### config.mk
export PLATFORM = sky130hd
export DESIGN_NAME = shumaguan_multi
export DESIGN_NICKNAME = d
export VERILOG_FILES = /design/src/rtl/shumaguan_pkg.sv /design/src/rtl/hex2seg.sv /design/src/rtl/shumaguan_multi.sv
export SDC_FILE = /design/constraint.sdc
export NUM_CORES = 1
export LEC_CHECK = 0
export BUFFER_PORTS_ARGS = -buffer_cell sky130_fd_sc_hd__buf_2
export CAP_MARGIN = 25
export CORE_MARGIN = 2
export CORE_UTILIZATION = 25
export CTS_CLUSTER_SIZE = 28
export DETAILED_ROUTE_END_ITERATION = 10
export GPL_TIMING_DRIVEN = 0
export HOLD_SLACK_MARGIN = 0.08
export MAX_ROUTING_LAYER = met4
export PLACE_DENSITY_LB_ADDON = 0.2
export SYNTH_ARGS = -nofsm -noshare
export SYNTH_HDL_FRONTEND = slang
export SYNTH_SLANG_ARGS = --single-unit
### constraint.sdc
create_clock -name clk -period 4.8 [get_ports clk]
set_input_delay 0.96 -clock clk [delete_from_list [all_inputs] [get_ports clk]]
set_output_delay 0.96 -clock clk [all_outputs]
set_load 0.1 [all_outputs]
### src/rtl/shumaguan_pkg.sv
// Shared glyph constants and sizing helper for the multiplexed seven-segment scanner.
// Glyphs are active-high with segment a on bit 0.
package shumaguan_pkg;

    localparam logic [6:0] SEG_0     = 7'h3F;
    localparam logic [6:0] SEG_1     = 7'h06;
    localparam logic [6:0] SEG_2     = 7'h5B;
    localparam logic [6:0] SEG_3     = 7'h4F;
    localparam logic [6:0] SEG_4     = 7'h66;
    localparam logic [6:0] SEG_5     = 7'h6D;
    localparam logic [6:0] SEG_6     = 7'h7D;
    localparam logic [6:0] SEG_7     = 7'h07;
    localparam logic [6:0] SEG_8     = 7'h7F;
    localparam logic [6:0] SEG_9     = 7'h6F;
    localparam logic [6:0] SEG_A     = 7'h77;
    localparam logic [6:0] SEG_B     = 7'h7C;
    localparam logic [6:0] SEG_C     = 7'h39;
    localparam logic [6:0] SEG_D     = 7'h5E;
    localparam logic [6:0] SEG_E     = 7'h79;
    localparam logic [6:0] SEG_F     = 7'h71;
    localparam logic [6:0] SEG_BLANK = 7'h00;

    // clog2 floored at 1 so a single-value counter still has a real bit.
    function automatic int cnt_width(input int n);
        return (n <= 2) ? 1 : $clog2(n);
    endfunction

endpackage

### src/rtl/hex2seg.sv
// Combinational nibble to seven-segment decoder, active-high, a = bit 0.
// Letters b and d use their lowercase glyphs.
module hex2seg
    import shumaguan_pkg::*;
(
    input  logic [3:0] nibble,
    output logic [6:0] seg
);

    always_comb begin
        seg = SEG_BLANK;
        case (nibble)
            4'h0: seg = SEG_0;
            4'h1: seg = SEG_1;
            4'h2: seg = SEG_2;
            4'h3: seg = SEG_3;
            4'h4: seg = SEG_4;
            4'h5: seg = SEG_5;
            4'h6: seg = SEG_6;
            4'h7: seg = SEG_7;
            4'h8: seg = SEG_8;
            4'h9: seg = SEG_9;
            4'hA: seg = SEG_A;
            4'hB: seg = SEG_B;
            4'hC: seg = SEG_C;
            4'hD: seg = SEG_D;
            4'hE: seg = SEG_E;
            4'hF: seg = SEG_F;
            default: seg = SEG_BLANK;
        endcase
    end

endmodule

### src/rtl/shumaguan_multi.sv
// Parametrised multiplexed seven-segment scanner with dead time, blanking, blink,
// decimal points and frame-coherent capture of the displayed value.
module shumaguan_multi
    import shumaguan_pkg::*;
#(
    parameter int DIGITS       = 4,
    parameter int CLK_DIV      = 50000,
    parameter int DEAD_CYCLES  = 1000,
    parameter int BLINK_FRAMES = 64,
    parameter bit ACTIVE_LOW   = 1'b1
) (
    input  logic                  clk,
    input  logic                  rst,
    input  logic [4*DIGITS-1:0]   passvalue,
    input  logic [DIGITS-1:0]     digit_en,
    input  logic [DIGITS-1:0]     blink_en,
    input  logic [DIGITS-1:0]     dp_in,
    output logic [DIGITS-1:0]     wei,
    output logic [6:0]            duan,
    output logic                  dp
);

    localparam int PRE_W = cnt_width(CLK_DIV);
    localparam int IDX_W = cnt_width(DIGITS);
    localparam int BLK_W = cnt_width(BLINK_FRAMES);

    logic [PRE_W-1:0]        pre_q, pre_d;
    logic [IDX_W-1:0]        idx_q, idx_d;
    logic [BLK_W-1:0]        blk_cnt_q, blk_cnt_d;
    logic                    blink_phase_q, blink_phase_d;
    logic [DIGITS-1:0][3:0]  pv_sh_q, pv_sh_d;
    logic [DIGITS-1:0]       en_sh_q, en_sh_d;
    logic [DIGITS-1:0]       blk_sh_q, blk_sh_d;
    logic [DIGITS-1:0]       dp_sh_q, dp_sh_d;
    logic [DIGITS-1:0]       wei_q, wei_d;
    logic [6:0]              duan_q, duan_d;
    logic                    dp_out_q, dp_out_d;

    logic                    tick, frame_start, frame_end, visible;
    logic [3:0]              sel_nib;
    logic                    sel_en, sel_blk, sel_dp;
    logic [6:0]              sel_seg;
    logic [DIGITS-1:0]       wei_act;

    hex2seg u_hex2seg (
        .nibble (sel_nib),
        .seg    (sel_seg)
    );

    always_comb begin
        tick        = (pre_q == PRE_W'(CLK_DIV - 1));
        frame_start = (pre_q == '0) && (idx_q == '0);
        frame_end   = tick && (idx_q == IDX_W'(DIGITS - 1));

        pre_d = tick ? '0 : pre_q + 1'b1;
        idx_d = idx_q;
        if (tick) begin
            idx_d = (idx_q == IDX_W'(DIGITS - 1)) ? '0 : idx_q + 1'b1;
        end

        pv_sh_d  = frame_start ? passvalue : pv_sh_q;
        en_sh_d  = frame_start ? digit_en  : en_sh_q;
        blk_sh_d = frame_start ? blink_en  : blk_sh_q;
        dp_sh_d  = frame_start ? dp_in     : dp_sh_q;

        // Blink phase flips on the same edge that wraps the index, so the new
        // phase is already in place for the next frame's first lit cycle.
        blk_cnt_d     = blk_cnt_q;
        blink_phase_d = blink_phase_q;
        if (frame_end) begin
            if (blk_cnt_q == BLK_W'(BLINK_FRAMES - 1)) begin
                blk_cnt_d     = '0;
                blink_phase_d = ~blink_phase_q;
            end else begin
                blk_cnt_d = blk_cnt_q + 1'b1;
            end
        end

        sel_nib = 4'h0;
        sel_en  = 1'b0;
        sel_blk = 1'b0;
        sel_dp  = 1'b0;
        for (int i = 0; i < DIGITS; i++) begin
            if (idx_q == IDX_W'(i)) begin
                sel_nib = pv_sh_q[i];
                sel_en  = en_sh_q[i];
                sel_blk = blk_sh_q[i];
                sel_dp  = dp_sh_q[i];
            end
        end

        visible = sel_en && !(sel_blk && !blink_phase_q) &&
                  (pre_q >= PRE_W'(DEAD_CYCLES));

        wei_act = '0;
        for (int i = 0; i < DIGITS; i++) begin
            wei_act[i] = visible && (idx_q == IDX_W'(i));
        end

        wei_d    = ACTIVE_LOW ? ~wei_act : wei_act;
        duan_d   = visible ? sel_seg : SEG_BLANK;
        duan_d   = ACTIVE_LOW ? ~duan_d : duan_d;
        dp_out_d = (visible && sel_dp) ^ ACTIVE_LOW;
    end

    always_ff @(posedge clk) begin
        if (rst) begin
            pre_q         <= '0;
            idx_q         <= '0;
            blk_cnt_q     <= '0;
            blink_phase_q <= 1'b1;
            pv_sh_q       <= '0;
            en_sh_q       <= '0;
            blk_sh_q      <= '0;
            dp_sh_q       <= '0;
            wei_q         <= {DIGITS{ACTIVE_LOW}};
            duan_q        <= {7{ACTIVE_LOW}};
            dp_out_q      <= ACTIVE_LOW;
        end else begin
            pre_q         <= pre_d;
            idx_q         <= idx_d;
            blk_cnt_q     <= blk_cnt_d;
            blink_phase_q <= blink_phase_d;
            pv_sh_q       <= pv_sh_d;
            en_sh_q       <= en_sh_d;
            blk_sh_q      <= blk_sh_d;
            dp_sh_q       <= dp_sh_d;
            wei_q         <= wei_d;
            duan_q        <= duan_d;
            dp_out_q      <= dp_out_d;
        end
    end

    assign wei  = wei_q;
    assign duan = duan_q;
    assign dp   = dp_out_q;

endmodule

==> After elaboration in Yosys (flattened, before gate mapping) <==
Memory sizes are Yosys's and may differ from the RTL's.
Index checks and enable logic that the tools add are counted.
{ "totals": {"register_bits": 65, "in_bits": 30, "romBits": 112, "word_cells": 63, "output_inout_bits": 12, "mem_count": 1} }
{ "op_classes": {"eq_ne": 5, "n_reduce_logical": 16, "bitwise_logic": 4, "add_sub_neg": 3, "muxes": 19, "magnitude_cmp": 1} }
{ "memory_table": {"columns": ["memory", "depth", "word_bits", "read_ports", "rd_clocked_by_memory_dff", "wr", "line", "text"], "rows": [
  ["(name not given)", 16, 7, 1, 0, 0, "hex2seg.sv:12", "case (nibble)"]
]} }
{ "ops": {"columns": ["cell", "count"], "rows": [
  ["$add A16 B1 Y16 const B", 1],
  ["$eq A16 B16 Y1 const B", 1],
  ["$ge A16 B10 Y1 const B", 1],
  ["$logic_not A16 Y1", 1],
  ["$mux W4", 4],
  ["$mux W1", 12],
  ["$logic_and A1 B1 Y1", 10],
  ["$mux W7", 1],
  ["$not A7 Y7", 1],
  ["$add A6 B1 Y6 const B", 1],
  ["$eq A6 B6 Y1 const B", 1],
  ["$mux W6", 1],
  ["$eq A2 B2 Y1 const B", 2],
  ["$not A4 Y4", 1],
  ["$add A2 B1 Y2 const B", 1],
  ["$eq A2 B1 Y1 const B", 1],
  ["$logic_not A1 Y1", 2],
  ["$logic_not A2 Y1", 1],
  ["$mux W2", 1],
  ["$not A1 Y1", 2],
  ["$reduce_and A2 Y1", 1],
  ["$reduce_or A2 Y1", 1]
]} }

==> Depth between registers and ports, before layout <==
Gate-level depths: netlist (run 1).
{ "logic_depth": {"depth_word": 11, "depth_mapped": 11} }

==> Modules after synthesis <==
Synthesis (run 1) repeated with hierarchy kept, for this count alone.
{ "hier_totals": {"hier_cells": 382, "hier_area_um2": 3175.5} }
{ "modules_own_cells": {"columns": ["mod", "instances", "seq_area_each_um2", "cells_per_inst", "area_per_inst_um2"], "rows": [
  ["shumaguan_multi", 1, 1301.2, 349, 2885.3],
  ["hex2seg", 1, 0.0, 33, 290.3]
]} }

==> Worst setup path after synthesis (run 1) <==
OpenSTA, ideal clock, no wires.
{ "synth_path": {"path_kind": "register -> register", "start": "reg idx_q[0]", "end": "reg duan_q[3], in the netlist duan[3]", "stages_incl_launch_ff": 11, "t_arrival_ps": 2248, "path_slack_ps": 2423, "synth_period_minus_slack_ps": 2377, "t_required_ps": 4671, "n_path_buf": 1, "setup_time_ps": 129, "cell_sequence": "dfxtp_1 -> inv_1 -> ha_1 -> clkbuf_1 -> a211oi_1 -> a221oi_1 -> inv_1 -> ha_1 -> mux2i_1 -> mux2_2 -> nand2_1"} }
{ "synth_via": {"elab_chain_cells": 11, "word_cells_on_any_way": 23} }
{ "synth_lines": {"columns": ["element", "line", "text"], "rows": [
  ["start, declared", "shumaguan_multi.sv:28", "logic [IDX_W-1:0] idx_q, idx_d;"],
  ["start signal, assigned", "shumaguan_multi.sv:121", "idx_q <= idx_d;"],
  ["parallel branches: the longest is 9 deep, another holds $mem_v2 Z16 W7", null, null],
  ["$mux W7 *", "shumaguan_multi.sv:101", "duan_d = visible ? sel_seg : SEG_BLANK;"],
  ["$not A7 Y7 *", "shumaguan_multi.sv:102", "duan_d = ACTIVE_LOW ? ~duan_d : duan_d;"],
  ["end signal, assigned", "shumaguan_multi.sv:117", "duan_q <= {7{ACTIVE_LOW}};"],
  ["end signal, assigned", "shumaguan_multi.sv:129", "duan_q <= duan_d;"],
  ["end, declared", "shumaguan_multi.sv:36", "logic [6:0] duan_q, duan_d;"]
]} }
Every way passes the cells marked *.
A chain may end at the register's enable or synchronous reset.

==> Worst setup path in the final report (run 1) <==
{ "layout_path": {"start": "reg idx_q[0]", "end": "reg duan_q[1], in the netlist duan[1]"} }
Same word-level chain as after synthesis.

==> results of run 1 <==
cell usage after synthesis (2+ instances only):
| master | instances | share of area |
|---|---|---|
| a211oi_1 | 3 | 0.0075 |
| a21oi_1 | 45 | 0.075 |
| a221oi_1 | 4 | 0.012 |
| and2_1 | 2 | 0.0042 |
| and3_1 | 3 | 0.0063 |
| and4_1 | 2 | 0.0059 |
| buf_4 | 4 | 0.010 |
| clkbuf_1 | 13 | 0.016 |
| dfxtp_1 | 65 | 0.44 |
| ha_1 | 13 | 0.054 |
| inv_1 | 15 | 0.019 |
| mux2i_1 | 6 | 0.020 |
| nand2_1 | 83 | 0.10 |
| nand3_1 | 7 | 0.012 |
| nand3b_1 | 5 | 0.013 |
| nand4_1 | 4 | 0.0084 |
| nor2_1 | 26 | 0.033 |
| nor3_1 | 3 | 0.0050 |
| nor3b_1 | 4 | 0.010 |
| o21ai_0 | 8 | 0.013 |
| o221ai_1 | 5 | 0.015 |
| o31ai_1 | 2 | 0.0050 |
| or2_2 | 2 | 0.0042 |
| or3_1 | 2 | 0.0042 |
| or3_2 | 2 | 0.0050 |
| xnor2_1 | 6 | 0.018 |
| xor2_1 | 8 | 0.023 |
layout make-up:
class	instances	area (sq um)
inverter	15	56.30
clock buffer	12	246.5
timing repair buffer	41	205.2
multi-input combinational	264	1549
tap	143	178.9
clock inverter	1	5.005
fill	1243	7939
buffer	18	83.83
sequential	65	1301
critical path: cells and delay by family (launching register included):
kind	cells	cell delay, ns
flops	1	0.39
compound gates	4	0.80
fa+ha+maj	2	0.58
buf+inv	4	0.95
layer usage:
| layer | GRT usage | up-vias | part of all wire |
|---|---|---|---|
| li1 | - | 1346 | - |
| met1 | 0.1510 | 1199 | 0.47 |
| met2 | 0.1892 | 48 | 0.47 |
| met3 | 0.04463 | 9 | 0.044 |
| met4 | 0.04146 | 0 | 0.016 |
| met5 | - | - | 0 |
kinds of logic after synthesis:
kind of cell	Yosys count	synth area share
AO/OA/AOI/OAI	73	0.1439
multiplexers	7	0.02385
buffers and inverters	33	0.04686
AND/OR/NAND/NOR	157	0.2548
flip-flops	65	0.4351
XOR/XNOR	14	0.04100
adder cells (fa/ha/maj)	13	0.05439
sequential cells by signal (all words and copies together), names as in the netlist:
name and count:
en_sh_q 4, idx_q 2, blink_phase_q 1, dp 1, blk_cnt_q 6, pre_q 16, duan 7, blk_sh_q 4
dp_sh_q 4, wei 4, pv_sh_q 16
worst max path at each step:
stage / startpoint / to / slack [ns] / cells after the start
finish: idx_q[0] / duan[1] / 1.91 / 10
global route: idx_q[0] / duan[1] / 1.50 / 10
CTS: idx_q[0] / duan[1] / 1.90 / 10
detailed placement: idx_q[0] / duan[1] / 1.92 / 10
global placement: idx_q[0] / duan[1] / 1.92 / 10
floorplan: idx_q[0] / duan[3] / 2.42 / 10
per-stage QoR:
stage / std cells / instance area (sq um) / utilization / power (mW) / worst slack (ns)
floorplan: 362 / 2990 / - / 0.6798 / 2.423
global placement: 546 / 3374 / 0.2918 / 0.7223 / 1.916
detailed placement: 546 / 3374 / 0.2918 / 0.7225 / 1.917
CTS: 559 / 3626 / 0.3135 / 1.300 / 1.903
global route: 559 / 3626 / 0.3135 / 1.347 / 1.496
finish: 559 / 3626 / 0.3135 / 1.279 / 1.913
report_power, final:
part / switching [mW] / total, mW / internal, mW
clock network: 0.216 / 0.569 / 0.353
logic: 0.0775 / 0.130 / 0.0529
registers: 0.0142 / 0.580 / 0.565
==> metrics.txt, run 1 <==
crit path kind flop to flop; max frequency 346.4 MHz; Via-to-Cell Ratio 4.655; reg-to-reg startpoint idx_q[0]; Post-synth EDFFs 0; Max FO, Critical Path 10; CTS tree built; Slew Viols, Final 0; starting density of the core 0.2586; core box area 0.01156 sq mm; Worst EP arrival 3.06 ns; crit path capture type flop; post-synth cell types 47; total CTS buffers 9; # resized after CTS 0; vias in the first global route 2466; Post-Syn Nets 405; H-Tree Level Count 3; top_reg_cell synth dfxtp_1; initial antenna violation count 0; Cell Area, Synth ~0.003 sq mm; n_diodes 0; Hold Path Sink dp_sh_q[2]; CP Data Required Time between 4 and 5 ns; period utilization 0.6015; skew final approximately 0.0067 ns; worst hold start dp_sh_q[2]; Hold Slack 0.4489 ns; Final min period about 2.9 ns; R2R Setup Slk ~1.9 ns; gr ovfl total 0; Detail Route Antenna Nets 0; CP startpoint kind flop; WL/cell 12.74 um; nets between 400 and 500; RSZ-0062 raised after global routing no; CTS clk-pin slew, worst paths 0.05 ns; count of mapped cells out of synthesis 362; post-synthesis sequential area ratio 0.4351; LEAKAGE 1.363 nW; Slew headroom 0.4266; final setup violating endpoints 0; area growth from synthesis to layout 21.26%; via count 2602; Hold Crit Class flop to flop; Root Driver clkbuf_16; setup TNS 0 ns; die width 113.4 um; DRT iter0 DRCs 122; postcts setup bufs 0; gpl congestion 0.7852; crit-path cells ha_1, buf_2, clkbuf_1, a21oi_1, a22oi_1, inv_1, ha_1, inv_1, o21ai_0, o221ai_1; I/O Buffers between 40 and 50; register bit total from synthesis between 60 and 70; detailed-placement wirelength estimate 5.202 mm; syn avg cell area 8.261 sq um; most frequent cells in the layout nand2_1, dfxtp_1, a21oi_1; worst slew pin tran between 0.8 and 0.9 ns; drt first pass iters 4; pwr dens 352.7 mW/mm^2; slowest library cell on the worst path clkbuf_1; # Max-Cap Violations 0; row count 39; status finished, final reports clean; Routed WL 7.122 mm; Reg2Reg Depth 10; post-synthesis async set-or-reset flop share 0; WHS Path Cells 2; hold-fix buffers at CTS 0; Max VDD drop approximately 0.16 mV; final hold vios 0; Ports 42; Clock Sinks 65; first-pass GRT wire length 11.99 mm; r2r endpoint duan[1]; share of cells above drive strength 1 0.1635; die span in y 113.4 um; buffer levels on the longest clock path 2; clk_lat worst skew 0.33 ns; Ys Warns 0; Residual DRC 0; Die Area 0.01285 sq mm; commonest non-fill, non-tap cell in the layout nand2_1; All-Layer GR Usage 0.1234; CP max stage delay 0.46 ns; largest net degree at the start of global routing 11
(Power assumes the default switching activity.)
==> inputs of run 2 (changes only) <==
==> constraint.sdc (replaced) <==
create_clock -name clk -period 2.3 [get_ports clk]
set_input_delay 0.46 -clock clk [delete_from_list [all_inputs] [get_ports clk]]
set_output_delay 0.46 -clock clk [all_outputs]
set_load 0.1 [all_outputs]
==> run 2 against run 1 <==
Net effect:
- utilization increased by 1.5 points
- setup slack got worse by 1.8 ns
- sequential share of layout area decreased by 1.5 points
- register-to-register slack got worse by 1.8 ns
- design area increased by 4.8%
- final cell count increased by 1.6%
- combinational power increased by 120%
- critical path depth unchanged
- hold slack got worse by 0.080 ns
- highest routed layer unchanged
==> metrics.txt, run 2 (synthesized netlist as in run 1, its figures left out) <==
status finished, final reports clean; final core occ 0.3287 (+0.01515); Final min period 2.204 ns (-0.6833 ns); gr ovfl total 0 (unchanged); total CTS buffers 9 (unchanged); placed cells 546 (unchanged); Fillers 1216 (-2.2%); Routed WL 7.322 mm (+2.8%); row count 39 (unchanged); Critical Path End duan[3]; most frequent cells in the layout nand2_1, dfxtp_1, a21oi_1; LEAKAGE 1.442 nW (+5.8%); via count 2623 (+0.81%); first-pass GRT wire length 12.17 mm (+1.5%); Slew Viols, Final 0 (unchanged); Clock Sinks 65 (unchanged); I/O Buffers 41 (unchanged); reg-to-reg startpoint idx_q[0]; r2r endpoint duan[3]; commonest non-fill, non-tap cell in the layout nand2_1; buffer levels on the longest clock path 2 (unchanged); Via-to-Cell Ratio 4.618 (-0.79%); pwr dens 716.2 mW/mm^2 (+100%); Non-Filler Instances 568 (+1.6%); Slew headroom 0.5885 (+0.1619); Worst EP arrival 2.42 ns (-0.64 ns); Reg2Reg Depth 10 (unchanged); Max FO, Critical Path 10 (unchanged); DRT iter0 DRCs 80 (-34%); CP Data Required Time 2.52 ns (-2.46 ns); final hold vios 0 (unchanged); hold-fix buffers at CTS 0 (unchanged); die span in y 113.4 um (unchanged); skew final 0.008226 ns (+0.001561 ns); drt first pass iters 4 (unchanged); core box area 0.01156 sq mm (unchanged); Hold Crit Class input pin to flop; All-Layer GR Usage 0.1244 (+0.0009802); crit path kind flop to flop; crit-path cells inv_1, ha_2, clkbuf_8, nor3b_1, a221oi_4, buf_4, ha_1, mux2i_1, mux2_2, nand2_1; CTS tree built; R2R Setup Slk 0.1 ns (-1.82 ns); Die Area 0.01285 sq mm (unchanged); # Max-Cap Violations 0 (unchanged); slowest library cell on the worst path dfxtp_4; worst setup path start idx_q[0]; Root Driver clkbuf_16; crit path capture type flop; H-Tree Level Count 3 (unchanged); die width 113.4 um (unchanged); n_diodes 0 (unchanged); initial antenna violation count 0 (unchanged); CP startpoint kind flop; Detail Route Antenna Nets 0 (unchanged); CP max stage delay 0.36 ns (-0.10 ns); vias in the first global route 2522 (+2.3%); final setup violating endpoints 0 (unchanged); worst slew pin tran 0.6117 ns (-0.2419 ns); WL/cell 12.89 um (+1.2%); gpl congestion 0.7853 (about the same); nets 463 (+1.3%); Residual DRC 0 (unchanged); share of cells above drive strength 1 0.2424 (+0.07889); RSZ-0062 raised after global routing yes; period utilization 0.9581 (+0.3567); Max VDD drop 0.2849 mV (+84%); area growth from synthesis to layout 27.11%; detailed-placement wirelength estimate 5.221 mm (+0.37%); Ports 42 (unchanged); largest net degree at the start of global routing 12 (+1); CTS clk-pin slew, worst paths 0.06 ns (about the same); starting density of the core 0.2586 (unchanged); Pwr Total 2.722 mW (+110%); max frequency 453.8 MHz (+31%); clk_lat worst skew 0.33 ns (about the same)
## run 2: cell count changes in the layout (fill, tap and decap cells not counted), moves of 4 or more
cell	delta
clkbuf_1	-8
ha_1	-4
dfxtp_1	-4
buf_4	+8
## run 2: worst min-delay path by stage
stage,endpoint,cells past startpoint,start
6_report,pv_sh_q[4],3,passvalue[4]
5_1_grt,dp_sh_q[2],3,dp_in[2]
4_1_cts,pv_sh_q[4],3,passvalue[4]
3_5_place_dp,pv_sh_q[0],2,pv_sh_q[0]
3_3_place_gp,dp_sh_q[2],2,dp_sh_q[2]
2_1_floorplan,en_sh_q[3],2,en_sh_q[3]
## run 2: what timing repair did
| action | CTS | global route |
|---|---|---|
| pin swaps | 3 | 7 |
| gates resized for setup | 17 | 24 |
| setup endpoints to repair | 52 | 43 |
| hold endpoints to repair | 0 | 0 |
| setup buffers | 5 | 2 |
## run 2: cell type report
class	instances	area, sq um	share of cell area
clock inverter	6	35.03	0.009217
timing repair buffer	48	257.7	0.06781
clock buffer	10	229.0	0.06024
multi-input combinational	264	1624	0.4273
sequential	65	1309	0.3443
buffer	17	111.4	0.02930
tap	143	178.9	0.04707
inverter	15	56.30	0.01481
## run 2: per-stage QoR
| stage | worst slack, ns | instance area [sq um] | TNS (ns) | hold slack, ns |
|---|---|---|---|---|
| after global placement | -0.5690 | 3381 | -7.597 | 0.4389 |
| after CTS | 0.007459 | 3731 | 0 | 0.3630 |
| after floorplan | 0.01639 | 2997 | 0 | 0.4284 |
| final | 0.09633 | 3801 | 0 | 0.3686 |
| after detailed placement | -0.6216 | 3381 | -9.083 | 0.4462 |
| after global routing | -0.003453 | 3801 | -0.003453 | 0.3799 |
## run 2: where the power goes
group	switching [mW]	internal, mW
sequential	0.0312	1.18
clock	0.503	0.721
combinational	0.169	0.121
total	0.704	2.02
## run 2: critical path, delay by kind of cell (launching register included)
| kind | cells | cell delay, ns |
|---|---|---|
| AOI/OAI and AO/OA | 1 | 0.07 |
| adders and majority gates | 2 | 0.47 |
| buffers and inverters | 3 | 0.47 |
| DFF | 1 | 0.36 |
| muxes | 2 | 0.32 |
| and+or+nand+nor | 2 | 0.40 |
## run 2: routing by layer
| layer | share of wire | track usage | up-vias |
|---|---|---|---|
| li1 | - | - | 1355 |
| met1 | 0.48 | 0.1509 | 1208 |
| met2 | 0.47 | 0.1964 | 50 |
| met3 | 0.039 | 0.02763 | 10 |
| met4 | 0.016 | 0.06016 | 0 |
| met5 | 0 | - | - |
==> inputs of run 3 (changes only) <==
--- a/config.mk
+++ b/config.mk
@@ -7,6 +7,7 @@
 export LEC_CHECK = 0
 export BUFFER_PORTS_ARGS = -buffer_cell sky130_fd_sc_hd__buf_2
 export CAP_MARGIN = 25
+export CORE_ASPECT_RATIO = 0.8
 export CORE_MARGIN = 2
 export CORE_UTILIZATION = 25
 export CTS_CLUSTER_SIZE = 28
==> run 3 against run 2 <==
Net effect:
- non-clock buffer count fell by 1
- clock power rose by 40%
- register-to-register slack improved by 0.04 ns
- power rose by 19%
- sequential power barely moved
- global-route usage rose by 0.65 points
- die area barely moved
- sequential share of layout area fell by 1.5 points
- critical path type unchanged
==> metrics.txt, run 3 (synthesized netlist as in run 1, its figures left out) <==
status finished, final reports clean; pwr dens 814.6 mW/mm^2 (+14%); Die Area 0.01286 sq mm (about the same); setup TNS 0 ns (unchanged); detailed-placement wirelength estimate 5.546 mm (+6.2%); CP Data Required Time 2.48 ns (-0.04 ns); nets 462 (-0.22%); placed cells 551 (+0.92%); Residual DRC 0 (unchanged); die width 126.3 um (+11%); CP startpoint kind flop; hold-fix buffers at CTS 0 (unchanged); CTS tree built; core box area 0.01160 sq mm (+0.35%); r2r endpoint duan[1]; commonest non-fill, non-tap cell in the layout nand2_1; initial antenna violation count 0 (unchanged); H-Tree Level Count 3 (unchanged); share of cells above drive strength 1 0.2500 (+0.007647); Clock Sinks 65 (unchanged); starting density of the core 0.2577 (-0.0008921); R2R Setup Slk 0.14 ns (+0.04 ns); Via-to-Cell Ratio 4.523 (-2.1%); Detail Route Antenna Nets 0 (unchanged); Pwr Total 3.227 mW (+19%); Hold Crit Class input pin to flop; Fillers 1207 (-0.74%); most frequent cells in the layout nand2_1, dfxtp_1, a21oi_1; vias in the first global route 2467 (-2.2%); Ports 42 (unchanged); final setup violating endpoints 0 (unchanged); WHS Path Cells 3 (unchanged); reg-to-reg startpoint idx_q[0]; via count 2587 (-1.4%); row count 35 (-10%); clk_lat worst skew 0.33 ns (about the same); gpl congestion 0.7987 (+1.7%); first-pass GRT wire length 12.76 mm (+4.8%); DRT met1 WL 4.145 mm (+19%); die span in y 101.8 um (-10%); crit path kind flop to flop; drt first pass iters 4 (unchanged); DRT iter0 DRCs 162 (+100%); buffer levels on the longest clock path 2 (unchanged); Non-Filler Instances 572 (+0.70%); worst slew pin tran 0.6843 ns (+0.07259 ns); largest net degree at the start of global routing 12 (unchanged); Hold Path Sink pv_sh_q[14]; Slew headroom 0.5374 (-0.05106); Slew Viols, Final 0 (unchanged); Worst EP arrival 2.34 ns (-0.08 ns); # Max-Cap Violations 0 (unchanged); top routing layer in use met4; final hold vios 0 (unchanged); WL met2 3.200 mm (-6.9%); I/O Buffers 41 (unchanged); RSZ-0062 raised after global routing no; LEAKAGE 1.497 nW (+3.8%); max frequency 462.8 MHz (+2.0%); n_diodes 0 (unchanged); WL/cell 13.51 um (+4.8%); Reg2Reg Depth 10 (unchanged); Max VDD drop 0.3553 mV (+25%); total CTS buffers 9 (unchanged); period utilization 0.9395 (-0.01864); crit path capture type flop; Final min period 2.161 ns (-0.04288 ns); gr ovfl total 0 (unchanged); skew final 0.006270 ns (-0.001957 ns); All-Layer GR Usage 0.1309 (+0.006494); area of the multi-input gates 0.001664 sq mm (+2.5%); area growth from synthesis to layout 32.47%; Routed WL 7.727 mm (+5.5%); WL met3 310 um (+9.5%); Max FO, Critical Path 10 (unchanged); Root Driver clkbuf_16; CTS clk-pin slew, worst paths 0.05 ns (about the same); Register Area 0.001306 sq mm (-0.19%); worst hold start passvalue[14]
## run 3: critical path, cell delays in order, from the launching register on
cell and delay, ns:
dfxtp_4 0.36, inv_1 0.11, ha_2 0.25, buf_6 0.17, a211oi_2 0.07, a221oi_4 0.29
inv_2 0.10, ha_1 0.31, inv_1 0.04, o21ai_0 0.17, o221ai_1 0.16
## run 3: report_power, final
group          switching, mW  internal, mW  total [mW]
sequential            0.0310          1.18        1.21
clock                  0.489          1.23        1.71
combinational          0.179         0.126       0.305
total                  0.699          2.53        3.23
## run 3: timing repair
action / CTS / global route
gates resized for setup: 20 / 25
pin swaps: 3 / 4
cloned: 0 / 0
setup buffers: 6 / 1
setup endpoints to repair: 52 / 32
## run 3: metal layers
layer	track usage	up-vias
li1	-	1357
met1	0.1814	1176
met2	0.1816	47
met3	0.03560	7
met4	0.04818	0
met5	-	-
## run 3: layout make-up
type	count	share of cell area
flip-flops and latches	65	0.3298
repair buffers	48	0.06507
plain buffers	16	0.02874
inverters	15	0.01421
clock buffers	11	0.06380
multi-input cells	264	0.4201
clock inverters	5	0.03159
well taps	148	0.04675
## run 3: stage by stage
step	utilization	worst slack, ns	area (sq um)	hold slack (ns)
floorplan	-	0.01639	2997	0.4284
global placement	0.2919	-0.5118	3387	0.4386
detailed placement	0.2919	-0.5653	3387	0.4450
CTS	0.3341	0.005287	3877	0.3657
global route	0.3413	0.003151	3961	0.3759
finish	0.3413	0.1392	3961	0.3759
## run 3: worst max-delay path by stage
stage                     cells past startpoint      end  slack (ns)  startpoint
after global placement                       10  duan[3]       -0.51    idx_q[0]
after global routing                          9  duan[1]       0.003    idx_q[0]
after CTS                                    11  duan[1]       0.005    idx_q[0]
after floorplan                              10  duan[3]        0.02    idx_q[0]
after detailed placement                     10  duan[1]       -0.57    idx_q[0]
final                                        10  duan[1]        0.14    idx_q[0]
